**config.mk**
```make
export PLATFORM = sky130hd
export DESIGN_NAME = output_bram_streamer_flat
export DESIGN_NICKNAME = d
export VERILOG_FILES = /design/src/rtl/output_bram_streamer_if.sv /design/src/rtl/output_bram_streamer.sv /design/src/flat_wrapper.sv
export SDC_FILE = /design/constraint.sdc
export NUM_CORES = 2
export LEC_CHECK = 0
export ABC_AREA = 0
export BUFFER_PORTS_ARGS = -buffer_cell sky130_fd_sc_hd__buf_4
export CAP_MARGIN = 20
export CORE_UTILIZATION = 43
export DETAILED_ROUTE_END_ITERATION = 10
export PLACE_DENSITY = 0.7
export SETUP_SLACK_MARGIN = 0.3
export SLEW_MARGIN = 15
export SYNTH_ARGS = -nofsm -noshare
export SYNTH_HDL_FRONTEND = slang
export SYNTH_SLANG_ARGS = --single-unit
export TNS_END_PERCENT = 50
```
**constraint.sdc**
```tcl
create_clock -name clk -period 3.82 [get_ports clk]
set_clock_uncertainty 0.2 [all_clocks]
set_input_delay 0.382 -clock clk [delete_from_list [all_inputs] [get_ports clk]]
set_output_delay 0.382 -clock clk [all_outputs]
set_load 0.02 [all_outputs]
```
**src/rtl/output_bram_streamer_if.sv**
```systemverilog
// AXI4-Stream bundle between output_bram_streamer (master) and its consumer (slave).
interface output_bram_streamer_if #(
    parameter int DATA_WIDTH = 16
);
    logic [DATA_WIDTH-1:0] m_axis_tdata;
    logic                  m_axis_tvalid;
    logic                  m_axis_tready;
    logic                  m_axis_tlast;

    modport master (
        output m_axis_tdata,
        output m_axis_tvalid,
        output m_axis_tlast,
        input  m_axis_tready
    );

    modport slave (
        input  m_axis_tdata,
        input  m_axis_tvalid,
        input  m_axis_tlast,
        output m_axis_tready
    );
endinterface

```
**src/rtl/output_bram_streamer.sv**
```systemverilog
// output_bram_streamer: captures conv output pixels into a local BRAM, then streams the
// frame out over an AXI4-Stream master with tlast on the final pixel.
// Optional build macro OUT_RELU_EN: negative pixels are replaced by zero on the read path.
module output_bram_streamer #(
    parameter int DATA_WIDTH = 16,
    parameter int ADDR_WIDTH = 8
) (
    input  logic                  clk,
    input  logic                  Reset,
    input  logic                  load_BRAM_dina,
    input  logic [DATA_WIDTH-1:0] out_BRAM_dina,
    input  logic [ADDR_WIDTH:0]   PIXEL_COUNT,
    input  logic                  start_stream,
    output logic                  last_write,
    output logic                  Out_BRAM_IDLE,
    output logic                  stream_done,
    output_bram_streamer_if.master axis
);

    localparam logic [1:0] S_IDLE   = 2'd0;
    localparam logic [1:0] S_STREAM = 2'd1;
    localparam logic [1:0] S_DONE   = 2'd2;

    localparam logic [ADDR_WIDTH:0] CNT_ONE = {{ADDR_WIDTH{1'b0}}, 1'b1};

    logic [1:0]            state;
    // Counters are one bit wider than the BRAM address so a full 2**ADDR_WIDTH frame
    // reaches its final pixel without wrapping.
    logic [ADDR_WIDTH:0]   waddr;
    logic [ADDR_WIDTH:0]   raddr;
    logic [ADDR_WIDTH:0]   beat_cnt;
    logic [ADDR_WIDTH:0]   pc_last;

    logic [DATA_WIDTH-1:0] mem [2**ADDR_WIDTH];
    logic [DATA_WIDTH-1:0] rd_data;
    logic                  rd_valid;
    logic [DATA_WIDTH-1:0] push_data;

    logic [DATA_WIDTH-1:0] out_data;
    logic                  out_valid;
    logic [DATA_WIDTH-1:0] skid_data;
    logic                  skid_valid;

    logic                  wr_en;
    logic                  pop;
    logic                  issue;
    logic [1:0]            pending;

    assign pc_last       = PIXEL_COUNT - CNT_ONE;
    assign wr_en         = !Reset && (state == S_IDLE) && load_BRAM_dina;
    assign last_write    = wr_en && (waddr == pc_last);
    assign Out_BRAM_IDLE = (state == S_IDLE);
    assign stream_done   = (state == S_DONE);

    assign pop = out_valid && axis.m_axis_tready;

    // Entries that will sit in the output buffer after this edge: current contents, minus
    // the beat leaving now, plus the read landing now. Counting the departing beat lets a
    // new read issue every cycle while the consumer keeps up, so there are no bubbles.
    assign pending = {1'b0, out_valid} + {1'b0, skid_valid} + {1'b0, rd_valid} - {1'b0, pop};
    assign issue   = (state == S_STREAM) && (raddr < PIXEL_COUNT) && (pending < 2'd2);

`ifdef OUT_RELU_EN
    assign push_data = rd_data[DATA_WIDTH-1] ? '0 : rd_data;
`else
    assign push_data = rd_data;
`endif

    assign axis.m_axis_tdata  = out_data;
    assign axis.m_axis_tvalid = out_valid;
    assign axis.m_axis_tlast  = out_valid && (beat_cnt == pc_last);

    // Pixel storage: write port from the conv datapath, registered read port for the stream.
    // NOTE: the pixel array has no reset on purpose; frame contents survive Reset and an
    // unreset array maps onto block RAM.
    always_ff @(posedge clk) begin
        if (wr_en) begin
            mem[waddr[ADDR_WIDTH-1:0]] <= out_BRAM_dina;
        end
        if (issue) begin
            rd_data <= mem[raddr[ADDR_WIDTH-1:0]];
        end
    end

    // Control FSM with write, read and beat counters.
    // NOTE: all sequential state uses non-blocking assignments so every register samples
    // the pre-edge values of its neighbours.
    always_ff @(posedge clk) begin
        if (Reset) begin
            state    <= S_IDLE;
            waddr    <= '0;
            raddr    <= '0;
            beat_cnt <= '0;
            rd_valid <= 1'b0;
        end else begin
            rd_valid <= issue;
            if (issue) begin
                raddr <= raddr + CNT_ONE;
            end
            case (state)
                S_IDLE: begin
                    // A write in the same cycle as start_stream still lands at this edge,
                    // and the first read is issued only in the following cycle.
                    if (wr_en) begin
                        waddr <= last_write ? '0 : waddr + CNT_ONE;
                    end
                    if (start_stream && (PIXEL_COUNT != '0)) begin
                        state    <= S_STREAM;
                        raddr    <= '0;
                        beat_cnt <= '0;
                    end
                end
                S_STREAM: begin
                    if (pop) begin
                        beat_cnt <= beat_cnt + CNT_ONE;
                        if (axis.m_axis_tlast) begin
                            state <= S_DONE;
                        end
                    end
                end
                S_DONE: begin
                    state    <= S_IDLE;
                    raddr    <= '0;
                    beat_cnt <= '0;
                end
                default: state <= S_IDLE;
            endcase
        end
    end

    // Two-entry output buffer: the output register holds still while stalled, and the skid
    // register catches the read that was already in flight.
    always_ff @(posedge clk) begin
        if (Reset) begin
            out_valid  <= 1'b0;
            out_data   <= '0;
            skid_valid <= 1'b0;
            skid_data  <= '0;
        end else if (pop || !out_valid) begin
            if (skid_valid) begin
                out_valid  <= 1'b1;
                out_data   <= skid_data;
                skid_valid <= rd_valid;
                skid_data  <= push_data;
            end else begin
                out_valid <= rd_valid;
                out_data  <= push_data;
            end
        end else if (rd_valid) begin
            skid_valid <= 1'b1;
            skid_data  <= push_data;
        end
    end

endmodule

```
**src/flat_wrapper.sv**
```systemverilog
// flat-port wrapper written by rule: the top's interface ports become plain ports
module output_bram_streamer_flat 
#(
    parameter int DATA_WIDTH = 16,
    parameter int ADDR_WIDTH = 8
)
  (clk, Reset, load_BRAM_dina, out_BRAM_dina, PIXEL_COUNT, start_stream, last_write, Out_BRAM_IDLE, stream_done, axis_m_axis_tdata, axis_m_axis_tvalid, axis_m_axis_tlast, axis_m_axis_tready);
  output_bram_streamer_if #(.DATA_WIDTH(DATA_WIDTH)) axis_i ();
  input  logic clk;
  input  logic Reset;
  input  logic load_BRAM_dina;
  input  logic [DATA_WIDTH-1:0] out_BRAM_dina;
  input  logic [ADDR_WIDTH:0] PIXEL_COUNT;
  input  logic start_stream;
  output logic last_write;
  output logic Out_BRAM_IDLE;
  output logic stream_done;
  output wire logic [$bits(axis_i.m_axis_tdata)-1:0] axis_m_axis_tdata;
  output wire logic [$bits(axis_i.m_axis_tvalid)-1:0] axis_m_axis_tvalid;
  output wire logic [$bits(axis_i.m_axis_tlast)-1:0] axis_m_axis_tlast;
  input wire logic [$bits(axis_i.m_axis_tready)-1:0] axis_m_axis_tready;
  assign axis_m_axis_tdata = axis_i.m_axis_tdata;
  assign axis_m_axis_tvalid = axis_i.m_axis_tvalid;
  assign axis_m_axis_tlast = axis_i.m_axis_tlast;
  assign axis_i.m_axis_tready = axis_m_axis_tready;
  output_bram_streamer #(.DATA_WIDTH(DATA_WIDTH), .ADDR_WIDTH(ADDR_WIDTH)) u_core (.clk(clk), .Reset(Reset), .load_BRAM_dina(load_BRAM_dina), .out_BRAM_dina(out_BRAM_dina), .PIXEL_COUNT(PIXEL_COUNT), .start_stream(start_stream), .last_write(last_write), .Out_BRAM_IDLE(Out_BRAM_IDLE), .stream_done(stream_done), .axis(axis_i));
endmodule
```
---- Word-level counts from Yosys, hierarchy flattened ----
Memories as Yosys holds them, arrays and structs flattened. A register that Yosys moved wholly into a read port is not among the register bits.
Index checks and enable logic that the tools add are counted.
storage, ports and cells
  register bits ........................... 64
  RAM bits ................................ 4096
  input bits .............................. 30
  output and inout bits ................... 21
  word-level logic and storage cells ...... 67
  memories kept ........................... 1
cells by class
  add/subtract/negate cells ............... 7
  order comparisons ....................... 2
  equal/unequal tests ..................... 8
  mux-type cells .......................... 21
  reductions and logical operators ........ 19
memories
  name        words  width  read ports  clocked after Yosys merged registers in  write ports  RTL line                    source
  u_core.mem  256    16     1           1                                        1            output_bram_streamer.sv:34  logic [DATA_WIDTH-1:0] mem [2**ADDR_WIDTH];
operators with widths
  cell                 count
  $mux 16              4
  $mux 9               5
  $add 9x1->9 const B  3
  $pmux 9 s3           1
  $eq 9x9->1           2
  $pmux 9 s2           1
  $lt 9x9->1           1
  $reduce_bool 9->1    1
  $sub 9x1->9 const B  1
  $logic_and 1x1->1    8
  $mux 1               6
  $mux 2               3
  $ne 2x1->1 const B   3
  $reduce_and 3->1     2
  $pmux 2 s2           1
  $reduce_and 2->1     2
  $reduce_bool 3->1    1
  $add 1x1->2          1
  $add 2x1->2          1
  $eq 2x1->1 const B   1
  $eq 2x2->1 const B   1
  $logic_not 1->1      2
  $logic_not 2->1      1
  $lt 2x2->1 const B   1
  other kinds (4)      4

---- Longest topological paths before layout ----
  depth after elaboration ................. 8
  mapped depth ............................ 14
  mapped depth without buffers ............ 11

---- Worst setup path before layout ----
OpenSTA, ideal clock, no wires.
  kind .................................... input -> register
  start point ............................. input load_BRAM_dina
  end point ............................... memory u_core.mem[80][0] (enable)
  library setup time ...................... 0.388 ns
  data arrival time ....................... 2.602 ns
  data required time ...................... 3.232 ns
  slack ................................... 0.629 ns
  cell stages on the path ................. 7
  path buffers ............................ 3
  cell sequence ........................... or3b_1 -> clkbuf_1 -> nor2_1 -> clkbuf_1 -> nand3_1 -> clkbuf_1 -> nor2_1
on the way
  word-level cells in the longest chain between the ends .. 3
RTL lines
  element                       RTL line                    source
  start, declared               flat_wrapper.sv:11          input logic load_BRAM_dina;
  $logic_and 1x1->1             output_bram_streamer.sv:50  assign wr_en = !Reset && (state == S_IDLE) && load_BRAM_dina;
  $mux 1                        output_bram_streamer.sv:77  if (wr_en) begin
  $mux 1 (implied by the code)  output_bram_streamer.sv:78  mem[waddr[ADDR_WIDTH-1:0]] <= out_BRAM_dina;
  end, declared                 output_bram_streamer.sv:34
Every way passes these cells.

---- Final worst setup path ----
  start point ............................. register u_core.raddr[0]
  end point ............................... register u_core.rd_data[3], in the netlist u_core.push_data[3] (read register of u_core.mem), data pin
on the way
  word-level cells in the longest chain between the ends .. 3
RTL lines
  element                          RTL line                    source
  start, declared                  output_bram_streamer.sv:30  logic [ADDR_WIDTH:0] raddr;
  start signal, assigned           output_bram_streamer.sv:98  raddr <= raddr + CNT_ONE;
  $lt 9x9->1                       output_bram_streamer.sv:61  assign issue = (state == S_STREAM) && (raddr < PIXEL_COUNT) && (pending < 2'd2);
  $logic_and 1x1->1 (2 in series)  output_bram_streamer.sv:61
  end, declared                    output_bram_streamer.sv:35  logic [DATA_WIDTH-1:0] rd_data;
Several ways; a longest one is shown, not always the timed one.
A chain may end at the register's enable or synchronous reset.

==> impl_metrics.json <==
{
  "yosys_warnings": 0,
  "grt_pass1_vias": 83457,
  "min_period_over_period": 0.967,
  "p_leak_uw": 0.0593,
  "post_synth_most_frequent_cells": "edfxtp_1 (4112), mux4_2 (975), mux2i_1 (385)",
  "portBuffers": 50,
  "overflow": 0,
  "synthAdderAreaFrac": 0.00131,
  "fin_setup_tns_ns": 0,
  "startpoint": "u_core.raddr[0]$_SDFF_PP0_",
  "cp-start-kind": "register",
  "dr.pass1.iters": 6,
  "synth_most_common_cell": "edfxtp_1",
  "cts_root_buf": "clkbuf_16",
  "synthCells": 7494,
  "power.total_uw": 95000,
  "min_period_ns": 3.69,
  "cap_viol_max_count": 0,
  "drt-initial-drc-count": 14356,
  "drive_above_1_share": 0.311,
  "cts_tree": "yes",
  "synth-edff-count": 4112,
  "utilization": 0.508,
  "setup_viol": 0,
  "synth_top_family_by_area": "multiplexers",
  "worst_setup_path_end_kind": "register",
  "synth_area_um2": 162000,
  "core_um2": 373000,
  "clk-insertion-delay-late_ns": 0.99,
  "start_util": 0.434,
  "numCtsBuffers": 403,
  "synth_area_leaders": "edfxtp_1 (76%), mux4_2 (14%), mux2i_1 (2.4%)",
  "synthXorXnorAreaFrac": 0.00264,
  "whs_ns": -0.00205,
  "peakVddDrop_mv": 0.377,
  "r2r_slack_ns": 0.13,
  "path_max_fanout": 18,
  "dieArea_um2": 379000,
  "hold_violations": 2,
  "ys_types": 77,
  "cts.htree.levels": 5,
  "r2r-start": "u_core.raddr[0]$_SDFF_PP0_",
  "fmax_mhz": 271,
  "io_pins": 51,
  "place.gp.congestion": 0.943,
  "clock_path_buffers": 4,
  "slew_headroom": 0.249,
  "synth_nets": 7541,
  "avgSynthCellArea_um2": 21.6,
  "critPathRequiredTime_ns": 4.36,
  "p_per_area_nw_per_um2": 501,
  "netlist.area_leader.share": 0.763,
  "async_flop_share": 0,
  "path_clk_slew_ns": 0.06,
  "tightest_slew_ns": 1.13,
  "min_path_type": "primary input to register",
  "path_class": "register to register",
  "die-width_um": 616,
  "worst_ep_arrival_time_ns": 4.23,
  "seq_area_frac_synth": 0.771,
  "dp_hpwl_um": 284000,
  "grt_pass1_wl_um": 649000,
  "rsz0062_at_grt": "yes",
  "fillCellCount": 28575,
  "area_delta_synth_final_pct": 17.1,
  "drv_slew": 0,
  "fin_nets": 8507,
  "drt_wl_total_um": 470000,
  "yosys.area_share.simple": 0.0209,
  "cts_sinks": 4176,
  "wl_per_cell_um": 34.1,
  "synthFlopType": "edfxtp_1",
  "violations": "hold timing",
  "drt-vias-per-instance": 6.26,
  "synth_compound_area_frac": 0.0264,
  "drc": 0,
  "postRouteAntennaNets": 0,
  "r2r_cells": 12,
  "grtUsageTotal": 0.242,
  "crit_path_end": "u_core.push_data[3]$_DFFE_PN_",
  "grt_max_degree": 130,
  "synth_top_area_cell": "edfxtp_1",
  "grt_antenna_before_repair": 26,
  "outcome": "complete, but fails checks",
  "synthMuxAreaShare": 0.161,
  "fp.dieH_um": 616,
  "vias": 86370,
  "num_rows": 224,
  "ys_seq_elements": 4176,
  "worstReg2RegEnd": "u_core.push_data[3]$_DFFE_PN_"
}
power breakdown:
group | leakage [uW] | internal, uW | switching (uW)
sequential | 0.0375 | 50300 | 43.5
clock | 0.00652 | 22900 | 17600
combinational | 0.0153 | 1720 | 2420
total | 0.0593 | 75000 | 20000
worst min-delay path by stage:
| stage | end | slack [ns] | start | cells past startpoint |
|---|---|---|---|---|
| finish | u_core.mem[202][14]$_DFFE_PP_ | -0.002 | out_BRAM_dina[14] | 1 |
| global route | u_core.mem[116][2]$_DFFE_PP_ | 0.02 | out_BRAM_dina[2] | 1 |
| CTS | u_core.mem[116][2]$_DFFE_PP_ | 0.003 | out_BRAM_dina[2] | 1 |
| detailed placement | u_core.skid_data[7]$_SDFFE_PP0P_ | 0.24 | u_core.skid_data[7]$_SDFFE_PP0P_ | 2 |
| global placement | u_core.skid_data[13]$_SDFFE_PP0P_ | 0.24 | u_core.skid_data[13]$_SDFFE_PP0P_ | 2 |
| floorplan | u_core.skid_data[0]$_SDFFE_PP0P_ | 0.23 | u_core.skid_data[0]$_SDFFE_PP0P_ | 2 |
stage by stage:
| step | hold WS (ns) | setup WS [ns] | std cells | instance area, um^2 |
|---|---|---|---|---|
| finish | -0.00205 | 0.126 | 13787 | 190000 |
| global route | 0.0156 | 0.225 | 13776 | 190000 |
| CTS | 0.00328 | 0.0969 | 13714 | 188000 |
| detailed placement | 0.244 | -0.436 | 12909 | 174000 |
| global placement | 0.238 | -0.512 | 12908 | 174000 |
| floorplan | 0.232 | 0.629 | 7494 | 162000 |
cells in the final DEF (no fill, tap or decap), drive strengths merged, types with 27 or more instances in the layout:
cell,netlist,routed
a22oi,70,70
nand2,268,268
dfxtp,64,64
clkbuf,160,504
edfxtp,4112,4112
mux4,975,975
bufinv,0,48
buf,284,952
o21ai,93,93
a221oi,80,80
xnor2,27,27
o22ai,37,37
clkinv,3,180
a211oi,40,40
nand3,63,63
a21oi,119,119
inv,20,44
mux2i,385,385
nor2,359,359
logic make-up after synthesis:
kind of cell               Yosys count
adders and majority gates           17
muxes                             1376
buffers and inverters              467
DFF                               4176
AOI/OAI and AO/OA                  610
and+or+nand+nor                    804
xor gates and xnor gates            44
per-layer routing:
| metal | track usage | part of all wire | up-vias |
|---|---|---|---|
| li1 | - | - | 33373 |
| met1 | 0.324 | 0.36 | 45225 |
| met2 | 0.370 | 0.46 | 6648 |
| met3 | 0.0671 | 0.13 | 1110 |
| met4 | 0.112 | 0.054 | 14 |
| met5 | 0 | 0.00018 | - |
worst max-delay path: stages, from the launching register on:
cell and delay [ns]:
dfxtp_4 0.37, buf_12 0.15, buf_16 0.17, buf_12 0.16
buf_4 0.13, buf_12 0.18, mux4_2 0.54, mux2i_1 0.45
o221ai_1 0.42, a21oi_1 0.23, a21oi_1 0.13, o31ai_4 0.14
o31ai_1 0.12
repair_timing:
action | 4_1_cts | 5_1_grt
setup buffers | 29 | 50
pin swaps | 7 | 18
gates resized for setup | 59 | 111
hold buffers | 23 | 0
hold endpoints to repair | 832 | 0
gates cloned | 6 | 10
setup endpoints to repair | 18 | 17
state kept, by name, indices dropped and copies added (netlist names):
name	count
u_core.mem	4096
u_core.axis.m_axis_tdata	16
u_core.push_data	16
u_core.skid_data	16
u_core.beat_cnt	9
u_core.raddr	9
u_core.waddr	9
u_core.state	2
u_core.axis.m_axis_tvalid	1
u_core.rd_valid	1
u_core.skid_valid	1
cell type report:
cell class	instances	area (um^2)	share of cell area
antenna	13	32.5	0.000172
tap	4972	6220	0.0328
inverter	23	95.1	0.000501
sequential	4176	125000	0.658
multi-input combinational	2851	35000	0.185
clock buffer	478	10400	0.0551
timing repair buffer	1005	10100	0.0531
clock inverter	269	2950	0.0156
Note: power is estimated with default switching activity, not from simulation.
